## config.mk

```make
export PLATFORM = sky130hd
export DESIGN_NAME = ram_dma
export DESIGN_NICKNAME = d
export VERILOG_FILES = /design/src/rtl/ram_dma_pkg.sv /design/src/rtl/ram_dma.sv
export SDC_FILE = /design/constraint.sdc
export NUM_CORES = 1
export LEC_CHECK = 0
export CAP_MARGIN = 20
export CORE_ASPECT_RATIO = 1.1
export CORE_MARGIN = 1.5
export CORE_UTILIZATION = 40
export CTS_BUF_LIST = sky130_fd_sc_hd__clkbuf_2 sky130_fd_sc_hd__clkbuf_4 sky130_fd_sc_hd__clkbuf_8
export CTS_CLUSTER_SIZE = 8
export DETAILED_ROUTE_END_ITERATION = 8
export SLEW_MARGIN = 20
export SYNTH_ARGS = -nofsm -noshare
export SYNTH_HDL_FRONTEND = slang
export SYNTH_SLANG_ARGS = --single-unit
```

## constraint.sdc

```tcl
create_clock -name clk -period 2.2 [get_ports clk]
set_input_delay 0.44 -clock clk [delete_from_list [all_inputs] [get_ports clk]]
set_output_delay 0.44 -clock clk [all_outputs]
set_load 0.1 [all_outputs]
```

## src/rtl/ram_dma_pkg.sv

```systemverilog
// ram_dma_pkg: shared definitions for the ram_dma block-copy engine.
// Holds the FSM state encoding and the default address/data widths.
package ram_dma_pkg;

   localparam int ADDR_BITS_DEF = 16;
   localparam int WIDTH_DEF     = 8;

   typedef enum logic [1:0] {
      IDLE  = 2'd0,
      READ  = 2'd1,
      WRITE = 2'd2,
      DONE  = 2'd3
   } state_t;

endpackage

```

## src/rtl/ram_dma.sv

```systemverilog
// ram_dma: single-channel byte block-copy engine driving a single-port RAM.
// A start pulse in IDLE latches src/dst/len and copies len bytes forward,
// one READ cycle plus one WRITE cycle per byte. Addresses wrap modulo
// 2**ADDR_BITS. The RAM returns data for the registered mem_addr on mem_do
// within the same cycle, so the byte is captured on the READ->WRITE edge.
// Optional feature macro: RAM_DMA_FILL_EN adds fill/fill_val, a write-only
// mode that stores fill_val at dst..dst+len-1, one byte per cycle.
module ram_dma
   import ram_dma_pkg::*;
#(
   parameter int ADDR_BITS = ADDR_BITS_DEF,
   parameter int WIDTH     = WIDTH_DEF
) (
   input  logic                 clk,
   input  logic                 rst,
   input  logic                 start,
   input  logic [ADDR_BITS-1:0] src,
   input  logic [ADDR_BITS-1:0] dst,
   input  logic [ADDR_BITS-1:0] len,
`ifdef RAM_DMA_FILL_EN
   input  logic                 fill,
   input  logic [WIDTH-1:0]     fill_val,
`endif
   output logic                 busy,
   output logic                 done,
   output logic                 mem_we,
   output logic [ADDR_BITS-1:0] mem_addr,
   output logic [WIDTH-1:0]     mem_di,
   input  logic [WIDTH-1:0]     mem_do
);

   state_t               state, state_nxt;
   logic [ADDR_BITS-1:0] src_ptr, src_ptr_nxt;
   logic [ADDR_BITS-1:0] dst_ptr, dst_ptr_nxt;
   logic [ADDR_BITS-1:0] count, count_nxt;
   logic                 fill_mode, fill_mode_nxt;
   logic                 busy_nxt, done_nxt, mem_we_nxt;
   logic [ADDR_BITS-1:0] mem_addr_nxt;
   logic [WIDTH-1:0]     mem_di_nxt;

   // Fill-mode request and byte; tied off when the fill feature is absent.
   logic                 fill_sel;
   logic [WIDTH-1:0]     fill_byte;
`ifdef RAM_DMA_FILL_EN
   assign fill_sel  = fill;
   assign fill_byte = fill_val;
`else
   assign fill_sel  = 1'b0;
   assign fill_byte = '0;
`endif

   // State, pointers and all registered outputs.
   always_ff @(posedge clk) begin
      // NOTE: non-blocking assignments here so every register samples the
      // values computed for this edge, independent of statement order.
      if (rst) begin
         state     <= IDLE;
         src_ptr   <= '0;
         dst_ptr   <= '0;
         count     <= '0;
         fill_mode <= 1'b0;
         busy      <= 1'b0;
         done      <= 1'b0;
         mem_we    <= 1'b0;
         mem_addr  <= '0;
         mem_di    <= '0;
      end else begin
         state     <= state_nxt;
         src_ptr   <= src_ptr_nxt;
         dst_ptr   <= dst_ptr_nxt;
         count     <= count_nxt;
         fill_mode <= fill_mode_nxt;
         busy      <= busy_nxt;
         done      <= done_nxt;
         mem_we    <= mem_we_nxt;
         mem_addr  <= mem_addr_nxt;
         mem_di    <= mem_di_nxt;
      end
   end

   // Next-state and next-output decode for the copy/fill sequencer.
   always_comb begin
      // NOTE: every signal gets a default before the case so no path
      // leaves one unassigned, which would otherwise infer a latch.
      state_nxt     = state;
      src_ptr_nxt   = src_ptr;
      dst_ptr_nxt   = dst_ptr;
      count_nxt     = count;
      fill_mode_nxt = fill_mode;
      busy_nxt      = 1'b0;
      done_nxt      = 1'b0;
      mem_we_nxt    = 1'b0;
      mem_addr_nxt  = mem_addr;
      mem_di_nxt    = mem_di;

      case (state)
         IDLE: begin
            if (start) begin
               src_ptr_nxt   = src;
               dst_ptr_nxt   = dst;
               count_nxt     = len;
               fill_mode_nxt = fill_sel;
               if (len == '0) begin
                  state_nxt = DONE;
               end else if (fill_sel) begin
                  // First fill byte goes out immediately; count tracks the
                  // writes still owed after this one.
                  state_nxt    = WRITE;
                  busy_nxt     = 1'b1;
                  mem_we_nxt   = 1'b1;
                  mem_addr_nxt = dst;
                  mem_di_nxt   = fill_byte;
                  count_nxt    = len - 1'b1;
               end else begin
                  state_nxt    = READ;
                  busy_nxt     = 1'b1;
                  mem_addr_nxt = src;
               end
            end
         end

         READ: begin
            state_nxt    = WRITE;
            busy_nxt     = 1'b1;
            mem_we_nxt   = 1'b1;
            mem_addr_nxt = dst_ptr;
            mem_di_nxt   = mem_do;
            src_ptr_nxt  = src_ptr + 1'b1;
            count_nxt    = count - 1'b1;
         end

         WRITE: begin
            if (count != '0) begin
               busy_nxt    = 1'b1;
               dst_ptr_nxt = dst_ptr + 1'b1;
               if (fill_mode) begin
                  // mem_di already holds the fill byte; just advance.
                  mem_we_nxt   = 1'b1;
                  mem_addr_nxt = dst_ptr + 1'b1;
                  count_nxt    = count - 1'b1;
               end else begin
                  state_nxt    = READ;
                  mem_addr_nxt = src_ptr;
               end
            end else begin
               state_nxt = DONE;
            end
         end

         DONE: begin
            state_nxt = IDLE;
            done_nxt  = 1'b1;
         end

         default: state_nxt = IDLE;
      endcase
   end

endmodule

```

==> impl_metrics.tcl <==
set metrics [dict create \
    drv_slew 0 \
    avgSynthCellArea_um2 7.76 \
    nFillCells 1080 \
    outcome "complete, no violations" \
    setup-tns-final_ns 0 \
    synth-seq-area-share_pct 34.3 \
    max_slew_margin_pct 47.5 \
    drc 0 \
    power-per-cell-area_mw_per_mm2 1500 \
    ys.warnings.count 0 \
    p_total_mw 8.79 \
    synth_top_cell_area_share_pct 34.3 \
    antennaDiodeCount 0 \
    final_core_util_pct 53.6 \
    skew_ns 0.00659 \
    p_leak_nw 2.21 \
    vias 4707 \
    timing.final.crit_share_pct 92.9 \
    grt_use_met3_pct 4.10 \
    wl_um 13500 \
    clk_latency_ns 0.37 \
    cpMaxStageDelayCell "dfxtp_1" \
    port_buffers 85 \
    synth_nets 646 \
    grt_max_degree 71 \
    worst_slew_pin_slew_ns 0.788 \
    ant_nets 0 \
    worstPathCellList "inv_1 -> ha_1 -> buf_4 -> nand2b_1 -> o21ai_0 -> nor2b_4 -> buf_4 -> nor2_1 -> a211oi_1" \
    r2r_slack_ns 0.16 \
    synthTopCellsByArea "dfxtp_1, o21ai_0, a22oi_1" \
    clk_pin_slew_worst_paths_ns 0.08 \
    wl_per_cell_um 16.3 \
    core-area_mm2 0.0110 \
    async_reset_ff_share_pct 0 \
    die_area_mm2 0.0119 \
    fmax_ghz 0.489 \
    grt_util_met2_pct 39.2 \
    finalCriticalPeriod_ns 2.04 \
    min_path_type "reg -> reg" \
    layout_setup_ws_ns 0.156 \
    htreeDepth 3 \
    grt_overflow_total 0 \
    gp_congestion 0.857 \
    cp_max_fo 10 \
    maxCapViolations 0 \
    critPathArrivalTime_ns 2.33 \
    max_stage_delay_ns 0.38 \
    drive_above_1_share_pct 15.3 \
    final_nets 742 \
    antenna_found_initial 0 \
    area_growth_pct 30.6 \
    peakVddDrop_uv 743 \
    crit_path_end_kind "flip-flop" \
    syn_inst 580 \
    initial_utilization_pct 41.1 \
    cts_sinks 77 \
    ys_seq_elements 77 \
    syn_area_mm2 0.00450 \
    startpoint_type "flip-flop" \
    final_hold_viol_count 0 \
    cts_setup_buffers 0 \
    drt_pass1_iterations 5 \
    gr-usage-all-layers_pct 23.5 \
    die_w_um 104 \
    cts_buffers 9 \
    ios 86 \
    cts_tree "yes" \
    setup_viol 0 \
    cp_common_cell "buf_4" \
    placed_cells 812 \
    via_per_inst 5.68 \
    rows 40 \
    grt_pass1_wl_um 22600 \
    dp.final_hpwl_um 9590 \
    synth-edff-count 0 \
    cts_buffer_depth 2 \
    cts_root_buf "clkbuf_8" \
    die-height_um 114 \
    place_ws_ns -0.125 \
    multi_input_area_mm2 0.00273 \
    busiest_layer "met2" \
    ys_types 65 \
    instances_no_fill 828 \
    critPathKind "reg -> reg" \
    synth_most_common_cell "dfxtp_1" \
    cp.required_ns 2.48 \
    grt_pass1_vias 4501 \
    gr-usage-met1_pct 30.7 \
    synthTopCellsByCount "dfxtp_1, o21ai_0, nand2_1" \
    seq_area_mm2 0.00154 \
    synth-main-ff-cell "dfxtp_1" \
    postCtsHoldBufs 0 \
    first_iter_violations 276 \
    yosysTopAreaCell "dfxtp_1" \
]
==> critical path: cells and delay by family (launching register included) <==
kind	cells	cell delay (ns)
flip-flops	1	0.38
buffers and inverters	3	0.43
AO/OA/AOI/OAI	2	0.42
AND/OR/NAND/NOR	3	0.46
adder cells (fa/ha/maj)	1	0.27
==> stage by stage <==
stage | hold slack (ns) | instance area (µm²)
after floorplan | 0.460 | 4500
after global placement | 0.463 | 5640
after detailed placement | 0.471 | 5640
after CTS | 0.483 | 5860
after global routing | 0.514 | 5880
final | 0.479 | 5880
==> placed cells by master (no fill, tap or decap), drive strengths merged, types with 4 or more instances in the layout <==
cell type,Yosys,routed
or3,20,20
nand3,19,19
clkbuf,32,9
a22oi,36,36
a21oi,47,47
a211oi,8,8
nor4,12,12
o21a,4,4
clkdlybuf4s50,0,57
nor2b,7,7
o21ai,57,57
o22ai,8,8
inv,15,17
nor3,24,24
nand4,5,5
and3,7,7
mux2i,22,22
dfxtp,77,77
nor2,40,40
ha,7,7
nand2,52,52
a311oi,5,5
buf,13,73
a31oi,9,9
o32ai,4,4
==> registers in the layout, summed over array words and instances, names as in the netlist <==
register  flops
count        16
mem_addr     16
mem_di        8
mem_we        1
state         2
busy          1
dst_ptr      16
src_ptr      16
done          1
==> where the power goes <==
part	leakage [nW]	internal, mW	switching (mW)
Combinational	1.47	1.83	3.29
Sequential	0.635	1.89	0.544
Clock	0.106	0.644	0.589
==> logic make-up after synthesis <==
| logic type | Yosys count | share of synthesized area [%] |
|---|---|---|
| AO/OA/AOI/OAI | 201 | 28.2 |
| XOR/XNOR | 1 | 0.195 |
| adder cells (fa/ha/maj) | 7 | 1.95 |
| buffers and inverters | 61 | 5.56 |
| flip-flops | 77 | 34.3 |
| multiplexers | 24 | 5.39 |
| AND/OR/NAND/NOR | 209 | 24.5 |
==> final cells by class <==
class | instances | area share (%)
Sequential cell | 77 | 26.2
Tap cell | 147 | 3.13
Inverter | 16 | 1.02
Clock inverter | 7 | 1.66
Clock buffer | 9 | 2.11
Multi-Input combinational cell | 442 | 46.4
Timing Repair Buffer | 130 | 19.4
==> final timing paths <==
| check | from | endpoint | cells after the start |
|---|---|---|---|
| max reg2reg | state[0] | dst_ptr[1] | 9 |
| min | mem_addr[8] | mem_addr[8] | 2 |
| max | state[0] | dst_ptr[1] | 9 |
| min reg2reg | mem_addr[8] | mem_addr[8] | 2 |
==> layer usage <==
| layer | wire length [µm] | part of all wire [%] | up-vias |
|---|---|---|---|
| li1 | - | - | 2365 |
| met1 | 6120 | 45 | 2202 |
| met2 | 6470 | 48 | 125 |
| met3 | 646 | 4.8 | 15 |
| met4 | 225 | 1.7 | 0 |
| met5 | 0 | 0 | - |
==> repair_timing <==
action	CTS	global route
resized for setup	0	4
endpoints found under the setup margin	0	26
endpoints found under the hold margin	0	0
(Power assumes the default switching activity.)
